===== src/rtl/uart_pkg.sv =====
// uart_pkg: shared types and constants for the memory-mapped UART transmitter.
//   - uart_tx_state_t : transmitter FSM state
//   - UART_*          : register offsets within the 16-byte window
//   - STATUS_*/CTRL_* : bit positions inside STATUS and CTRL
//   - F3_*            : RV32 load/store width codes (funct3)
//   - load_extend     : applies RV32 load sign/zero extension to a register word
//   - store_size      : trims store data to the width named by funct3
package uart_pkg;

  typedef enum logic [1:0] {
    IDLE,
    START,
    DATA,
    STOP
  } uart_tx_state_t;

  localparam logic [3:0] UART_TXDATA  = 4'h0;
  localparam logic [3:0] UART_STATUS  = 4'h4;
  localparam logic [3:0] UART_BAUDDIV = 4'h8;
  localparam logic [3:0] UART_CTRL    = 4'hC;

  localparam int unsigned STATUS_FULL      = 0;
  localparam int unsigned STATUS_EMPTY     = 1;
  localparam int unsigned STATUS_BUSY      = 2;
  localparam int unsigned STATUS_OVERFLOW  = 3;
  localparam int unsigned STATUS_COUNT_LSB = 8;
  localparam int unsigned STATUS_COUNT_W   = 4;

  localparam int unsigned CTRL_ENABLE  = 0;
  localparam int unsigned CTRL_IRQ_EN  = 1;
  localparam int unsigned CTRL_CLR_OVF = 2;
  localparam int unsigned CTRL_FLUSH   = 3;

  localparam logic [2:0] F3_BYTE   = 3'b000;
  localparam logic [2:0] F3_HALF   = 3'b001;
  localparam logic [2:0] F3_WORD   = 3'b010;
  localparam logic [2:0] F3_BYTE_U = 3'b100;
  localparam logic [2:0] F3_HALF_U = 3'b101;

  function automatic logic [31:0] load_extend(input logic [31:0] word,
                                              input logic [2:0]  funct3);
    logic [31:0] result;
    case (funct3)
      F3_BYTE:   result = {{24{word[7]}}, word[7:0]};
      F3_HALF:   result = {{16{word[15]}}, word[15:0]};
      F3_WORD:   result = word;
      F3_BYTE_U: result = {24'h0, word[7:0]};
      F3_HALF_U: result = {16'h0, word[15:0]};
      default:   result = '0;
    endcase
    return result;
  endfunction

  // Stores only distinguish byte / half / word by funct3[1:0].
  function automatic logic [31:0] store_size(input logic [31:0] data,
                                             input logic [2:0]  funct3);
    logic [31:0] result;
    case (funct3[1:0])
      2'b00:   result = {24'h0, data[7:0]};
      2'b01:   result = {16'h0, data[15:0]};
      default: result = data;
    endcase
    return result;
  endfunction

endpackage


===== src/rtl/uart_fifo.sv =====
// uart_fifo: synchronous FIFO for the UART transmit path.
//   clk, reset_n : clock, asynchronous active-low reset
//   push, din    : write request and data
//   pop, dout    : read request and head-of-queue data (valid while !empty)
//   flush        : empties the FIFO; wins over a same-cycle push
//   full, empty  : occupancy flags
//   count        : number of stored entries
// A push while full is accepted when a pop happens in the same cycle.
module uart_fifo
  import uart_pkg::*;
#(
  parameter int unsigned DEPTH = 8,
  parameter int unsigned WIDTH = 8
) (
  input  logic                       clk,
  input  logic                       reset_n,
  input  logic                       push,
  input  logic [WIDTH-1:0]           din,
  input  logic                       pop,
  input  logic                       flush,
  output logic [WIDTH-1:0]           dout,
  output logic                       full,
  output logic                       empty,
  output logic [$clog2(DEPTH):0]     count
);

  localparam int unsigned AW = $clog2(DEPTH);

  logic [WIDTH-1:0] mem [DEPTH];
  logic [AW-1:0]    wr_ptr;
  logic [AW-1:0]    rd_ptr;
  logic [AW:0]      cnt;
  logic             do_push;
  logic             do_pop;

  assign full    = (cnt == (AW+1)'(DEPTH));
  assign empty   = (cnt == '0);
  assign count   = cnt;
  assign dout    = mem[rd_ptr];
  assign do_pop  = pop && !empty;
  assign do_push = push && (!full || do_pop);

  always_ff @(posedge clk or negedge reset_n) begin
    if (!reset_n) begin
      wr_ptr <= '0;
      rd_ptr <= '0;
      cnt    <= '0;
    end else if (flush) begin
      wr_ptr <= '0;
      rd_ptr <= '0;
      cnt    <= '0;
    end else begin
      if (do_push) wr_ptr <= wr_ptr + 1'b1;
      if (do_pop)  rd_ptr <= rd_ptr + 1'b1;
      case ({do_push, do_pop})
        2'b10:   cnt <= cnt + 1'b1;
        2'b01:   cnt <= cnt - 1'b1;
        default: cnt <= cnt;
      endcase
    end
  end

  // Storage needs no reset: entries are only read once written.
  always_ff @(posedge clk) begin
    if (do_push && !flush) mem[wr_ptr] <= din;
  end

endmodule


===== src/rtl/mmio_uart_tx.sv =====
// mmio_uart_tx: memory-mapped 8N1 UART transmitter on the core's data bus.
//   clk, reset_n         : clock, asynchronous active-low reset
//   write_mem, funct3    : store strobe and RV32 width code (funct3 also sets load extension)
//   write_address/data   : store address and data
//   read_address         : load address
//   read_data            : registered load data, 0 outside the window
//   tx                   : serial line, idle high
//   irq                  : irq_en & FIFO empty & transmitter idle
// Registers: 0x0 TXDATA (W), 0x4 STATUS (R), 0x8 BAUDDIV (R/W), 0xC CTRL (R/W).
module mmio_uart_tx
  import uart_pkg::*;
#(
  parameter logic [31:0] BASE_ADDR  = 32'hFFFF_FF00,
  parameter int unsigned FIFO_DEPTH = 8,
  parameter logic [15:0] RESET_DIV  = 16'd104
) (
  input  logic        clk,
  input  logic        reset_n,
  input  logic        write_mem,
  input  logic [2:0]  funct3,
  input  logic [31:0] write_address,
  input  logic [31:0] write_data,
  input  logic [31:0] read_address,
  output logic [31:0] read_data,
  output logic        tx,
  output logic        irq
);

  localparam int unsigned CNT_W = $clog2(FIFO_DEPTH) + 1;

  // Control / status registers
  logic        enable;
  logic        irq_en;
  logic        overflow;
  logic [15:0] baud_div;

  // FIFO interface
  logic             fifo_push;
  logic             fifo_pop;
  logic             fifo_flush;
  logic [7:0]       fifo_dout;
  logic             fifo_full;
  logic             fifo_empty;
  logic [CNT_W-1:0] fifo_count;

  // Transmitter
  uart_tx_state_t state;
  logic [7:0]     shift;
  logic [2:0]     bit_idx;
  logic [15:0]    baud_cnt;
  logic [15:0]    frame_div;
  logic           bit_end;
  logic           busy;

  // Store decode
  logic        wr_hit;
  logic [3:0]  wr_off;
  logic [31:0] wr_val;
  logic        txdata_wr;
  logic        baud_wr;
  logic        ctrl_wr;

  assign wr_hit    = write_mem
                  && (write_address[31:4] == BASE_ADDR[31:4])
                  && (write_address[1:0] == 2'b00);
  assign wr_off    = {write_address[3:2], 2'b00};
  assign wr_val    = store_size(write_data, funct3);
  assign txdata_wr = wr_hit && (wr_off == UART_TXDATA);
  assign baud_wr   = wr_hit && (wr_off == UART_BAUDDIV);
  assign ctrl_wr   = wr_hit && (wr_off == UART_CTRL);

  assign fifo_push  = txdata_wr;
  assign fifo_flush = ctrl_wr && wr_val[CTRL_FLUSH];

  uart_fifo #(
    .DEPTH (FIFO_DEPTH),
    .WIDTH (8)
  ) u_fifo (
    .clk     (clk),
    .reset_n (reset_n),
    .push    (fifo_push),
    .din     (wr_val[7:0]),
    .pop     (fifo_pop),
    .flush   (fifo_flush),
    .dout    (fifo_dout),
    .full    (fifo_full),
    .empty   (fifo_empty),
    .count   (fifo_count)
  );

  always_ff @(posedge clk or negedge reset_n) begin
    if (!reset_n) begin
      enable   <= 1'b0;
      irq_en   <= 1'b0;
      overflow <= 1'b0;
      baud_div <= RESET_DIV;
    end else begin
      if (baud_wr) begin
        baud_div <= (wr_val[15:0] == 16'd0) ? 16'd1 : wr_val[15:0];
      end
      if (ctrl_wr) begin
        enable <= wr_val[CTRL_ENABLE];
        irq_en <= wr_val[CTRL_IRQ_EN];
      end
      // A push lost to a flush is discarded silently, not counted as overflow.
      if (ctrl_wr && wr_val[CTRL_CLR_OVF]) begin
        overflow <= 1'b0;
      end else if (fifo_push && fifo_full && !fifo_pop && !fifo_flush) begin
        overflow <= 1'b1;
      end
    end
  end

  // A frame starts from IDLE, or straight out of the last STOP cycle so that
  // queued bytes go out back-to-back.
  assign bit_end  = (baud_cnt == 16'd0);
  assign busy     = (state != IDLE);
  assign fifo_pop = enable && !fifo_empty
                 && ((state == IDLE) || ((state == STOP) && bit_end));

  always_ff @(posedge clk or negedge reset_n) begin
    if (!reset_n) begin
      state     <= IDLE;
      shift     <= '0;
      bit_idx   <= '0;
      baud_cnt  <= '0;
      frame_div <= '0;
      tx        <= 1'b1;
    end else if (fifo_pop) begin
      state     <= START;
      tx        <= 1'b0;
      shift     <= fifo_dout;
      bit_idx   <= '0;
      frame_div <= baud_div;
      baud_cnt  <= baud_div - 16'd1;
    end else begin
      case (state)
        IDLE: begin
          tx <= 1'b1;
        end
        START: begin
          if (bit_end) begin
            state    <= DATA;
            tx       <= shift[0];
            shift    <= {1'b0, shift[7:1]};
            bit_idx  <= '0;
            baud_cnt <= frame_div - 16'd1;
          end else begin
            baud_cnt <= baud_cnt - 16'd1;
          end
        end
        DATA: begin
          if (bit_end) begin
            baud_cnt <= frame_div - 16'd1;
            if (bit_idx == 3'd7) begin
              state <= STOP;
              tx    <= 1'b1;
            end else begin
              tx      <= shift[0];
              shift   <= {1'b0, shift[7:1]};
              bit_idx <= bit_idx + 3'd1;
            end
          end else begin
            baud_cnt <= baud_cnt - 16'd1;
          end
        end
        STOP: begin
          if (bit_end) begin
            state <= IDLE;
          end else begin
            baud_cnt <= baud_cnt - 16'd1;
          end
        end
        default: begin
          state <= IDLE;
          tx    <= 1'b1;
        end
      endcase
    end
  end

  assign irq = irq_en && fifo_empty && !busy;

  // Load path
  logic        rd_hit;
  logic [31:0] status_word;
  logic [31:0] rd_word;

  assign rd_hit = (read_address[31:4] == BASE_ADDR[31:4])
               && (read_address[1:0] == 2'b00);

  always_comb begin
    status_word                  = '0;
    status_word[STATUS_FULL]     = fifo_full;
    status_word[STATUS_EMPTY]    = fifo_empty;
    status_word[STATUS_BUSY]     = busy;
    status_word[STATUS_OVERFLOW] = overflow;
    status_word[STATUS_COUNT_LSB +: STATUS_COUNT_W] = STATUS_COUNT_W'(fifo_count);
  end

  always_comb begin
    rd_word = '0;
    case (read_address[3:0])
      UART_STATUS:  rd_word = status_word;
      UART_BAUDDIV: rd_word = {16'h0, baud_div};
      UART_CTRL: begin
        rd_word[CTRL_ENABLE] = enable;
        rd_word[CTRL_IRQ_EN] = irq_en;
      end
      default:      rd_word = '0;
    endcase
  end

  always_ff @(posedge clk or negedge reset_n) begin
    if (!reset_n) begin
      read_data <= '0;
    end else begin
      read_data <= rd_hit ? load_extend(rd_word, funct3) : '0;
    end
  end

endmodule


===== config.mk =====
export PLATFORM = sky130hd
export DESIGN_NAME = mmio_uart_tx
export DESIGN_NICKNAME = d
export VERILOG_FILES = /design/src/rtl/uart_pkg.sv /design/src/rtl/uart_fifo.sv /design/src/rtl/mmio_uart_tx.sv
export SDC_FILE = /design/constraint.sdc
export NUM_CORES = 1
export LEC_CHECK = 0
export ABC_CLOCK_PERIOD_IN_PS = 3000
export BUFFER_PORTS_ARGS = -buffer_cell sky130_fd_sc_hd__buf_2
export CORE_UTILIZATION = 45
export CTS_CLUSTER_DIAMETER = 120
export CTS_CLUSTER_SIZE = 28
export DETAILED_ROUTE_END_ITERATION = 6
export PLACE_DENSITY = 0.69
export SYNTH_ARGS = -nofsm -noshare
export SYNTH_HDL_FRONTEND = slang
export SYNTH_SLANG_ARGS = --single-unit

===== constraint.sdc =====
create_clock -name clk -period 3 [get_ports clk]
set_clock_uncertainty 0.1 [all_clocks]
set_input_delay 0.6 -clock clk [delete_from_list [all_inputs] [get_ports clk]]
set_output_delay 0.6 -clock clk [all_outputs]
set_load 0.005 [all_outputs]

=== Word-level counts from Yosys, hierarchy flattened ===
Memory sizes are Yosys's and may differ from the RTL's.
Cells that the tools add are included.

* Bits in registers: 107
* Latch bits: 0
* Memory bits (writable): 64
* Memory bits (read-only): 0
* Bits of input ports: 102
* Output and inout bits: 34
* Logic and storage cells: 138
* Memories: 1

{| class="wikitable"
|+ Memories
! memory !! depth !! width !! rd ports !! clocked after Yosys merged registers in !! wr ports !! line !! text
|-
| u_fifo.mem || 8 || 8 || 1 || 0 || 1 || uart_fifo.sv:29 || <nowiki>logic [WIDTH-1:0] mem [DEPTH];</nowiki>
|}

* Add/subtract/negate cells: 8
* $mul: 0
* Div/mod/pow operators: 0
* Magnitude comparators: 0
* Equal/unequal tests: 25
* Shift-type cells: 0
* Muxes and demuxes: 41
* Bitwise logic cells: 0
* Reduce and logical (&&, ||, !) cells: 49

{| class="wikitable"
|+ Operators with widths
! operator !! number
|-
| $pmux W32 S5 || 1
|-
| $mux W16 || 4
|-
| $pmux W16 S2 || 2
|-
| $eq A28 B28 Y1 const B || 2
|-
| $sub A16 B1 Y16 const B || 3
|-
| $logic_not A16 Y1 || 2
|-
| $mux W32 || 1
|-
| $mux W8 || 4
|-
| $pmux W14 S2 || 1
|-
| $mux W3 || 8
|-
| $logic_and A1 B1 Y1 || 19
|-
| $ne A3 B3 Y1 const B || 6
|-
| $pmux W8 S2 || 1
|-
| $eq A4 B4 Y1 const B || 3
|-
| $pmux W2 S3 || 2
|-
| $eq A2 B2 Y1 const B || 5
|-
| $mux W2 || 5
|-
| $add A3 B1 Y3 const B || 3
|-
| $eq A3 B3 Y1 const B || 3
|-
| $reduce_bool A3 Y1 || 3
|-
| $logic_not A2 Y1 || 4
|-
| $logic_not A4 Y1 || 2
|-
| $mux W1 || 8
|-
| $pmux W4 S2 || 1
|-
| 19 further kinds || 30
|}

=== Longest topological paths before layout ===
Gate-level depths: netlist (run 1).

* Depth after elaboration: 10
* Mapped depth: 14
* Gate-level depth less buffers: 12

=== By module ===
Synthesis (run 1) repeated with hierarchy kept, for this count alone.

* Cells, all modules: 736
* Area, all modules: 8305.5 um2

{| class="wikitable"
|+ Modules (own cells, without submodules)
! module !! times used !! cells each !! area each (um2) !! seq. area each (um2)
|-
| mmio_uart_tx || 1 || 567 || 5122.4 || 2057.0
|-
| uart_fifo || 1 || 169 || 3183.1 || 2172.1
|}

=== Worst setup path before layout (run 1) ===
OpenSTA, ideal clock, no wires.

* Path type: in2reg
* Start point: input write_address[1]
* End point: memory u_fifo.mem[2][0] (enable)
* Library setup time: 0.398 ns
* Arrival: 2.906 ns
* Data required time: 2.502 ns
* Setup slack: -0.404 ns
* Cell stages on the path: 6
* Path buffers: 1
* Cell sequence: or4b_4 nor4_4 and3_2 buf_2 nand2_1 nor4b_1

* Word-level cells in the longest chain between the ends: 8
* Elaborated cells on any way between the ends: 10
* Classes of those cells: mux (2); reduce/logical (8)

{| class="wikitable"
|+ RTL lines
! element !! line !! text
|-
| start, declared || mmio_uart_tx.sv:21 || <nowiki>input logic [31:0] write_address,</nowiki>
|-
| $logic_not A2 Y1 (*) || mmio_uart_tx.sv:65 || <nowiki>&& (write_address[1:0] == 2'b00);</nowiki>
|-
| $logic_and A1 B1 Y1 (*) || mmio_uart_tx.sv:65 ||
|-
| $logic_and A1 B1 Y1 || mmio_uart_tx.sv:70 || <nowiki>assign ctrl_wr = wr_hit && (wr_off == UART_CTRL);</nowiki>
|-
| $logic_and A1 B1 Y1 || mmio_uart_tx.sv:73 || <nowiki>assign fifo_flush = ctrl_wr && wr_val[CTRL_FLUSH];</nowiki>
|-
| $logic_not A1 Y1 || uart_fifo.sv:65 || <nowiki>if (do_push && !flush) mem[wr_ptr] <= din;</nowiki>
|-
| $logic_and A1 B1 Y1 (*) || uart_fifo.sv:65 ||
|-
| $mux W1 (*) || uart_fifo.sv:65 ||
|-
| $mux W1 (implied by the code) (*) || uart_fifo.sv:65 ||
|-
| end, declared || uart_fifo.sv:29 ||
|}

Mark *: on every way between the ends. The rest lies on a longest branch, timed or not.

=== Final worst setup path (run 1) ===
* Start point: register baud_cnt[11]
* End point: register u_fifo.cnt[3] (netlist: u_fifo.count[3])

* Word-level cells in the longest chain between the ends: 10
* Elaborated cells on any way between the ends: 12
* Classes of those cells: eq/ne (2); mux (2); reduce/logical (8)

{| class="wikitable"
|+ RTL lines
! element !! line !! text
|-
| start, declared || mmio_uart_tx.sv:50 || <nowiki>logic [15:0] baud_cnt;</nowiki>
|-
| start signal, assigned || mmio_uart_tx.sv:135 || <nowiki>baud_cnt <= baud_div - 16'd1;</nowiki>
|-
| start signal, assigned || mmio_uart_tx.sv:147 || <nowiki>baud_cnt <= frame_div - 16'd1;</nowiki>
|-
| start signal, assigned || mmio_uart_tx.sv:149 || <nowiki>baud_cnt <= baud_cnt - 16'd1;</nowiki>
|-
| $logic_not A16 Y1 (*) || mmio_uart_tx.sv:116 || <nowiki>assign bit_end = (baud_cnt == 16'd0);</nowiki>
|-
| $logic_and A1 B1 Y1 (*) || mmio_uart_tx.sv:119 || <nowiki>&& ((state == IDLE) || ((state == STOP) && bit_end));</nowiki>
|-
| $logic_or A1 B1 Y1 (*) || mmio_uart_tx.sv:119 ||
|-
| $logic_and A1 B1 Y1 (*) || mmio_uart_tx.sv:119 ||
|-
| $logic_and A1 B1 Y1 (*) || uart_fifo.sv:40 || <nowiki>assign do_pop = pop && !empty;</nowiki>
|-
| $logic_or A1 B1 Y1 || uart_fifo.sv:41 || <nowiki>assign do_push = push && (!full || do_pop);</nowiki>
|-
| $logic_and A1 B1 Y1 || uart_fifo.sv:41 ||
|-
| $eq A2 B1 Y1 or $eq A2 B2 Y1 (tied branches) || uart_fifo.sv:55 || <nowiki>case ({do_push, do_pop})</nowiki>
|-
| $pmux W4 S2 || uart_fifo.sv:55 ||
|-
| $mux W4 || uart_fifo.sv:48 || <nowiki>end else if (flush) begin</nowiki>
|-
| end signal, assigned || uart_fifo.sv:56 || <nowiki>2'b10: cnt <= cnt + 1'b1;</nowiki>
|-
| end signal, assigned || uart_fifo.sv:57 || <nowiki>2'b01: cnt <= cnt - 1'b1;</nowiki>
|-
| end signal, assigned || uart_fifo.sv:58 || <nowiki>default: cnt <= cnt;</nowiki>
|-
| end, declared || uart_fifo.sv:32 || <nowiki>logic [AW:0] cnt;</nowiki>
|}

Marked as above.
A chain may end at the register's enable or synchronous reset.

==> qor.yml, run 1 <==
timing:
  hold_violations: 0
  max_freq_mhz: 345
  fin_crit_sh: 0.965
  slew_headroom: 0.372
  finalSetupViolations: 0
  rsz0062_at_grt: "false"
  worst_slew_pin_slew_ns: 0.938
  finalMaxSlewViolations: 0
  period_needed_ns: 2.90
placed_design:
  gp_congestion: 0.848
  place_area_mm2: 0.00895
  dp_hpwl_mm: 12.4
  io_buffers: 119
worst_setup_path:
  arrival_ns: 3.16
  cp_slowest_stage_delay_ns: 0.51
  cpMostUsedCell: "a21oi_2"
  critPathSlowestCell: "or4_4"
  worstPathCellList: "nor4_2 > a41oi_2 > or2_1 > nor2_4 > ha_1 > a21o_2 > a21oi_2 > or4_4 > a21o_1 > a21oi_2"
  endpoint_kind: "flop"
  worstPathRequired_ns: 3.26
  critPathMaxFanout: 6
  crit_path_start_kind: "flop"
  path_class: "reg2reg"
cells_and_area:
  final_common_cell: "buf_2"
  final_cell_mix: "buf_2 (118), nand2_1 (109), dfrtp_1 (88), edfxtp_1 (64), nor2_1 (62)"
  num_antenna_cells: 0
  layout.nets: 975
  drive_gt1_frac: 0.283
  area_growth_syn_to_layout_pct: 20.2
  stdcell_area_mm2: 0.00957
synthesis:
  synth_seq_area_share: 0.531
  syn_area_mm2: 0.00796
  synth_cell_types: 68
  yosys.area.top_type_share: 0.277
  yosys_register_bits: 156
  ys.warnings.count: 0
  synth_nets: 848
  syn_inst: 730
  yosys.area.top_type: "dfrtp_1"
  async_reset_ff_frac: 0.590
  dominantRegCellSynth: "dfrtp_1"
  avgSynthCellArea_um2: 10.9
  synth_area_leaders: "dfrtp_1 (28%), edfxtp_1 (24%), nand2_1 (5.1%)"
  synth_edf_count: 64
clock_network:
  cts_tree: "done"
  cts_resized: 0
  clkLatencyLatePin_ns: 0.43
  path_clk_slew_ns: 0.07
  cts_setup_buffers: 0
  cts.sinks: 156
  cts_hold_buf: 0
  htreeDepth: 4
  numCtsBuffers: 17
  clockBufferDepth: 2
  cts_root_buf: "clkbuf_16"
grt:
  grt_max_degree: 53
  antenna_found_initial: 0
  grt_pass1_vias: 5708
  grt_overflow_total: 0
  grt_pass1_wl_mm: 28.8
  grt_usage: 0.205
detailed_routing:
  routedWlPerCell_um: 16.1
  wl_mm: 17.6
  route.detailed.drc: 0
  wl_met1_mm: 7.96
  viasPerCell: 5.43
  wl_met2_mm: 8.43
  drtPass1Iterations: 5
  first_iter_violations: 514
  dr.max_layer_used: "met4"
  wl_met3_um: 890
  ant_nets: 0
  detailroute.via_count: 5944
job:
  drv_cap: 0
power_and_ir_drop:
  power_mw: 4.81
  powerDensity_mw_per_mm2: 503
  peakVddDrop_mv: 0.396
  p_leak_nw: 4.32
floorplan:
  die-height_um: 135
  placementRows: 48
  core_mm2: 0.0173
  io_pins: 136
  dieArea_mm2: 0.0182
  initial_utilization: 0.460
  die_width_um: 135
run_status:
  status: "completed"
worst_hold_path:
  min-delay-path-class: "in2async"
-- cell type report --
class                      instances  area, um2
sequential                       156       4230
fill                            1469       7730
clock buffer                      17        425
multi-input combinational        512       3500
inverter                          12       45.0
clock inverter                    15        181
timing repair buffer             158        903
tap                              225        282
-- critical path, delay by kind of cell (launching register included) --
kind | cells | cell delay (ns)
and+or+nand+nor | 4 | 1.41
DFF | 1 | 0.44
adders and majority gates | 1 | 0.14
AOI/OAI and AO/OA | 5 | 0.74
-- worst paths after layout --
check | startpoint | cells past startpoint | end | slack (ns)
setup / recovery | baud_cnt[11]$_DFFE_PN0P_ | 10 | u_fifo.count[3]$_DFFE_PN0P_ | 0.10
min in group clk | funct3[2] | 2 | read_data[30]$_DFF_PN0_ | 0.27
setup reg to reg | baud_cnt[11]$_DFFE_PN0P_ | 10 | u_fifo.count[3]$_DFFE_PN0P_ | 0.10
hold / removal | reset_n | 1 | read_data[5]$_DFF_PN0_ | 0.05
max in group asynchronous | reset_n | 2 | baud_div[5]$_DFFE_PN1P_ | 2.01
hold reg to reg | shift[7]$_DFFE_PN0P_ | 2 | shift[7]$_DFFE_PN0P_ | 0.41
-- logic make-up (layout without fill, tap and decap cells) --
logic type | count (synthesis) | after routing | synth area share
AO/OA/AOI/OAI | 122 | 122 | 0.0956
multiplexers | 38 | 38 | 0.0742
flip-flops | 156 | 156 | 0.531
AND/OR/NAND/NOR | 291 | 291 | 0.184
buffers and inverters | 62 | 202 | 0.0387
XOR/XNOR | 45 | 45 | 0.0495
adder cells (fa/ha/maj) | 16 | 16 | 0.0261
-- stage by stage --
step | hold slack, ns | cells | util | setup TNS (ns) | setup slack (ns)
CTS | 0.0731 | 1095 | 0.553 | 0 | 0.128
finish | 0.0529 | 1095 | 0.553 | 0 | 0.104
detailed placement | 0.399 | 1063 | 0.518 | -0.182 | -0.182
floorplan | 0.204 | 730 | - | -0.625 | -0.172
global placement | 0.394 | 1063 | 0.518 | -0.161 | -0.161
global route | 0.0957 | 1095 | 0.553 | 0 | 0.00687
-- power breakdown --
group | switching, mW | total, mW | internal [mW] | leakage, nW
Clock | 0.923 | 2.18 | 1.26 | 0.285
Combinational | 0.241 | 0.394 | 0.153 | 2.22
Sequential | 0.00954 | 2.24 | 2.23 | 1.81
Total | 1.17 | 4.81 | 3.64 | 4.32
-- synthesized netlist by cell type, types with 3 or more instances --
master    number
or3_1          3
xnor2_1       22
xor2_1        23
buf_2         12
nor4_1         9
nand4_1       16
ha_1          15
a22oi_1       14
a21oi_1       34
o211ai_1       7
mux2_2         8
clkbuf_1      21
nor3b_1        7
buf_4         16
a211oi_1       8
dfrtp_1       88
nand2_1      109
nor2b_1       10
o21a_1         4
nand2b_1       3
edfxtp_1      64
mux4_2        16
nand3_1       16
o21ai_1        3
dfstp_2        4
mux2i_1       14
and2_1         6
nor2_1        63
nor3_1        15
or4_1          4
inv_1         12
nor4b_1        6
o21ai_0       31
a31oi_1        4
-- registers in the layout (all words and copies together) (netlist names) --
name and flops:
bit_idx 3, u_fifo.rd_ptr 3, baud_cnt 16, u_fifo.mem 64, read_data 17, tx 1
u_fifo.wr_ptr 3, irq_en 1, state 2, u_fifo.count 4, overflow 1, frame_div 16
shift 8, baud_div 16, enable 1
-- layer usage --
metal	vias up	GRT usage
met5	-	0
met4	0	0.0737
met3	26	0.0315
met2	188	0.328
met1	2842	0.282
li1	2888	-
Note: power is estimated with default switching activity, not from simulation.
==> run 2: changes to the inputs <==
--- a/config.mk
+++ b/config.mk
@@ -11,7 +11,7 @@
 export CTS_CLUSTER_DIAMETER = 120
 export CTS_CLUSTER_SIZE = 28
 export DETAILED_ROUTE_END_ITERATION = 6
-export PLACE_DENSITY = 0.69
+export PLACE_DENSITY = 0.71
 export SYNTH_ARGS = -nofsm -noshare
 export SYNTH_HDL_FRONTEND = slang
 export SYNTH_SLANG_ARGS = --single-unit
==> qor.yml, run 2 (synthesis results as in run 1) <==
floorplan:
  core_mm2: 0.0173
  dieArea_mm2: 0.0182
  die_width_um: 135
  io_pins: 136
  placementRows: 48
  initial_utilization: 0.460
  die-height_um: 135
placed_design:
  gp_congestion: 0.861
  dp.cells: 1068
  io_buffers: 119
  place_ws_ns: -0.197
  dp_hpwl_mm: 12.6
  place_area_mm2: 0.00899
cells_and_area:
  top_regs: "u_fifo.mem x64, read_data x17"
  regMostFlops: "u_fifo.mem"
  final_common_cell: "buf_2"
  final_cell_mix: "buf_2 (118), nand2_1 (109), dfrtp_1 (88), edfxtp_1 (64), nor2_1 (62)"
  num_antenna_cells: 0
  layout.cells.non_filler: 1100
  fillers: 1494
  largest_reg_flops: 64
  drive_gt1_frac: 0.282
  final_util: 0.551
  stdcell_area_mm2: 0.00953
  area_growth_syn_to_layout_pct: 19.8
  layout.nets: 980
timing:
  hold_ws_ns: 0.160
  max_freq_mhz: 349
  slew_headroom: 0.477
  hold_violations: 0
  period_needed_ns: 2.86
  fin_crit_sh: 0.955
  worst_slew_pin_slew_ns: 0.785
  worst_slack_ns: 0.136
  finalSetupViolations: 0
  setup_tns_ns: 0
  finalMaxSlewViolations: 0
  rsz0062_at_grt: "false"
clock_network:
  cts_tree: "done"
  htreeDepth: 4
  cts_setup_buffers: 0
  numCtsBuffers: 17
  path_clk_slew_ns: 0.07
  cts.sinks: 156
  cts_resized: 0
  clkLatencyLatePin_ns: 0.43
  cts_root_buf: "clkbuf_16"
  cts_hold_buf: 0
  clockBufferDepth: 2
power_and_ir_drop:
  peakVddDrop_mv: 0.378
  power_mw: 4.60
  powerDensity_mw_per_mm2: 483
  p_leak_nw: 4.31
grt:
  grt_pass1_wl_mm: 29.6
  grt_overflow_total: 0
  grt_usage: 0.209
  grt_max_degree: 62
  grt_pass1_vias: 5916
  antenna_found_initial: 0
worst_setup_path:
  endpoint_kind: "flop"
  crit-reg2reg-launch: "baud_cnt[1]$_DFFE_PN0P_"
  crit_path_start_kind: "flop"
  worstPathRequired_ns: 3.26
  r2r_cells: 12
  arrival_ns: 3.13
  r2r_end: "u_fifo.count[3]$_DFFE_PN0P_"
  r2r_slack_ns: 0.14
  critPathMaxFanout: 3
  path_class: "reg2reg"
worst_hold_path:
  min-delay-path-class: "in2async"
detailed_routing:
  ant_nets: 0
  first_iter_violations: 440
  wl_mm: 18.0
  drtPass1Iterations: 5
  detailroute.via_count: 6023
  route.detailed.drc: 0
  routedWlPerCell_um: 16.3
  viasPerCell: 5.48
run_status:
  status: "completed"
job:
  drv_cap: 0
-- run 2: critical path, stage by stage (launching register included) --
cell	delay, ns
dfrtp_1	0.40
inv_1	0.10
ha_1	0.20
nor4bb_4	0.21
a41oi_2	0.22
or2_1	0.32
nor2_4	0.12
ha_1	0.14
a21o_2	0.12
a21oi_2	0.05
or4_4	0.51
a21o_1	0.18
a21oi_2	0.12
-- run 2: worst max-delay path by stage --
stage	startpoint	to	slack, ns
2_1_floorplan	write_address[6]	u_fifo.count[3]$_DFFE_PN0P_	-0.17
3_3_place_gp	write_address[6]	u_fifo.count[3]$_DFFE_PN0P_	-0.15
3_5_place_dp	write_address[6]	u_fifo.count[3]$_DFFE_PN0P_	-0.20
4_1_cts	baud_cnt[1]$_DFFE_PN0P_	u_fifo.count[3]$_DFFE_PN0P_	0.13
5_1_grt	baud_cnt[1]$_DFFE_PN0P_	u_fifo.count[3]$_DFFE_PN0P_	0.01
6_report	baud_cnt[1]$_DFFE_PN0P_	u_fifo.count[3]$_DFFE_PN0P_	0.14
-- run 2: report_power, final --
group          internal [mW]  switching (mW)
logic                  0.154           0.239
clock network           1.13           0.844
registers               2.23         0.00902
-- run 2: cell type report --
type	count	area, um2	area share
repair buffers	163	941	0.0987
flip-flops and latches	156	4230	0.444
multi-input cells	512	3490	0.367
clock buffers	23	477	0.0500
inverters	12	45.0	0.00473
well taps	225	282	0.0295
clock inverters	9	65.1	0.00683
-- run 2: layer usage --
layer | wire length [um] | GRT usage | vias to the layer above
met2 | 8810 | 0.342 | 170
met5 | 0 | 0 | -
met1 | 8230 | 0.281 | 2943
met4 | 212 | 0.0674 | 0
li1 | - | - | 2889
met3 | 732 | 0.0413 | 21
==> run 3: changes to the inputs <==
--- a/config.mk
+++ b/config.mk
@@ -7,6 +7,7 @@
 export LEC_CHECK = 0
 export ABC_CLOCK_PERIOD_IN_PS = 3000
 export BUFFER_PORTS_ARGS = -buffer_cell sky130_fd_sc_hd__buf_2
+export CORE_MARGIN = 2
 export CORE_UTILIZATION = 45
 export CTS_CLUSTER_DIAMETER = 120
 export CTS_CLUSTER_SIZE = 28
==> qor.yml, run 3 (synthesis results as in run 1) <==
run_status:
  status: "completed"
worst_hold_path:
  min-delay-path-class: "in2async"
job:
  drv_cap: 0
clock_network:
  path_clk_slew_ns: 0.06
  cts.sinks: 156
  cts_hold_buf: 0
  htreeDepth: 4
  cts_root_buf: "clkbuf_16"
  cts_resized: 0
  clkLatencyLatePin_ns: 0.43
  cts_setup_buffers: 0
  numCtsBuffers: 17
  clockBufferDepth: 2
  cts_tree: "done"
detailed_routing:
  route.detailed.drc: 0
  detailroute.via_count: 6047
  wl_mm: 18.4
  first_iter_violations: 397
  viasPerCell: 5.50
  ant_nets: 0
  drtPass1Iterations: 5
  routedWlPerCell_um: 16.8
cells_and_area:
  stdcell_area_mm2: 0.00956
  drive_gt1_frac: 0.278
  regMostFlops: "u_fifo.mem"
  area_growth_syn_to_layout_pct: 20.1
  largest_reg_flops: 64
  final_cell_mix: "buf_2 (118), nand2_1 (109), dfrtp_1 (88), edfxtp_1 (64), nor2_1 (62)"
  final_util: 0.553
  fillers: 1449
  layout.cells.non_filler: 1100
  layout.nets: 979
  top_regs: "u_fifo.mem x64, read_data x17"
  final_common_cell: "buf_2"
floorplan:
  core_mm2: 0.0173
  io_pins: 136
  initial_utilization: 0.460
  die-height_um: 137
  die_width_um: 137
  placementRows: 48
  dieArea_mm2: 0.0188
power_and_ir_drop:
  p_leak_nw: 4.31
  power_mw: 4.71
  peakVddDrop_mv: 0.432
  powerDensity_mw_per_mm2: 493
grt:
  grt_usage: 0.209
  grt_pass1_vias: 6024
  antenna_found_initial: 2
  grt_max_degree: 61
  grt_overflow_total: 0
  grt_pass1_wl_mm: 30.2
timing:
  hold_ws_ns: 0.0274
  max_freq_mhz: 345
  period_needed_ns: 2.90
  hold_violations: 0
  worst_slack_ns: 0.103
  rsz0062_at_grt: "false"
  worst_slew_pin_slew_ns: 1.07
  finalMaxSlewViolations: 0
  setup_tns_ns: 0
  slew_headroom: 0.287
  finalSetupViolations: 0
  fin_crit_sh: 0.966
placed_design:
  gp_congestion: 0.918
  place_area_mm2: 0.00899
  place_ws_ns: -0.183
  io_buffers: 119
  dp.cells: 1067
  dp_hpwl_mm: 13.0
worst_setup_path:
  arrival_ns: 3.15
  path_class: "reg2reg"
  worstPathRequired_ns: 3.26
  endpoint_kind: "flop"
  r2r_slack_ns: 0.10
  crit_path_start_kind: "flop"
  critPathMaxFanout: 4
run 3: area by class of cell:
cell class / count / area, um2 / area share
diodes: 1 / 2.50 / 0.000262
inverters: 12 / 45.0 / 0.00471
clock buffers: 23 / 448 / 0.0469
multi-input cells: 512 / 3490 / 0.365
flip-flops and latches: 156 / 4230 / 0.442
repair buffers: 162 / 946 / 0.0990
clock inverters: 9 / 114 / 0.0119
well taps: 225 / 282 / 0.0295
run 3: layer usage:
layer,wire (um),up-vias,global-route usage
li1,-,2885,-
met1,7930,2884,0.274
met2,8870,234,0.337
met3,1080,44,0.0363
met4,569,0,0.100
met5,0,-,0
run 3: final timing paths:
path / cells after the start / to / start
setup / recovery: 11 / u_fifo.count[3]$_DFFE_PN0P_ / baud_cnt[3]$_DFFE_PN0P_
hold / removal: 1 / read_data[7]$_DFF_PN0_ / reset_n
setup reg to reg: 11 / u_fifo.count[3]$_DFFE_PN0P_ / baud_cnt[3]$_DFFE_PN0P_
hold reg to reg: 1 / overflow$_DFFE_PN0P_ / overflow$_DFFE_PN0P_
max in group asynchronous: 2 / baud_div[6]$_DFFE_PN1P_ / reset_n
min in group clk: 2 / read_data[30]$_DFF_PN0_ / funct3[2]
run 3: worst max-delay path: stages, from the launching register on:
cell     delay, ns
dfrtp_1       0.42
nor4_1        0.37
buf_4         0.19
a41oi_2       0.19
or2_1         0.32
nor2_4        0.11
ha_1          0.14
a21o_2        0.12
a21oi_2       0.06
or4_4         0.52
a21o_1        0.18
a21oi_2       0.12
run 3: report_power, final:
group / switching [mW] / internal, mW
clock: 0.835 / 1.23
combinational: 0.242 / 0.162
sequential: 0.00872 / 2.23
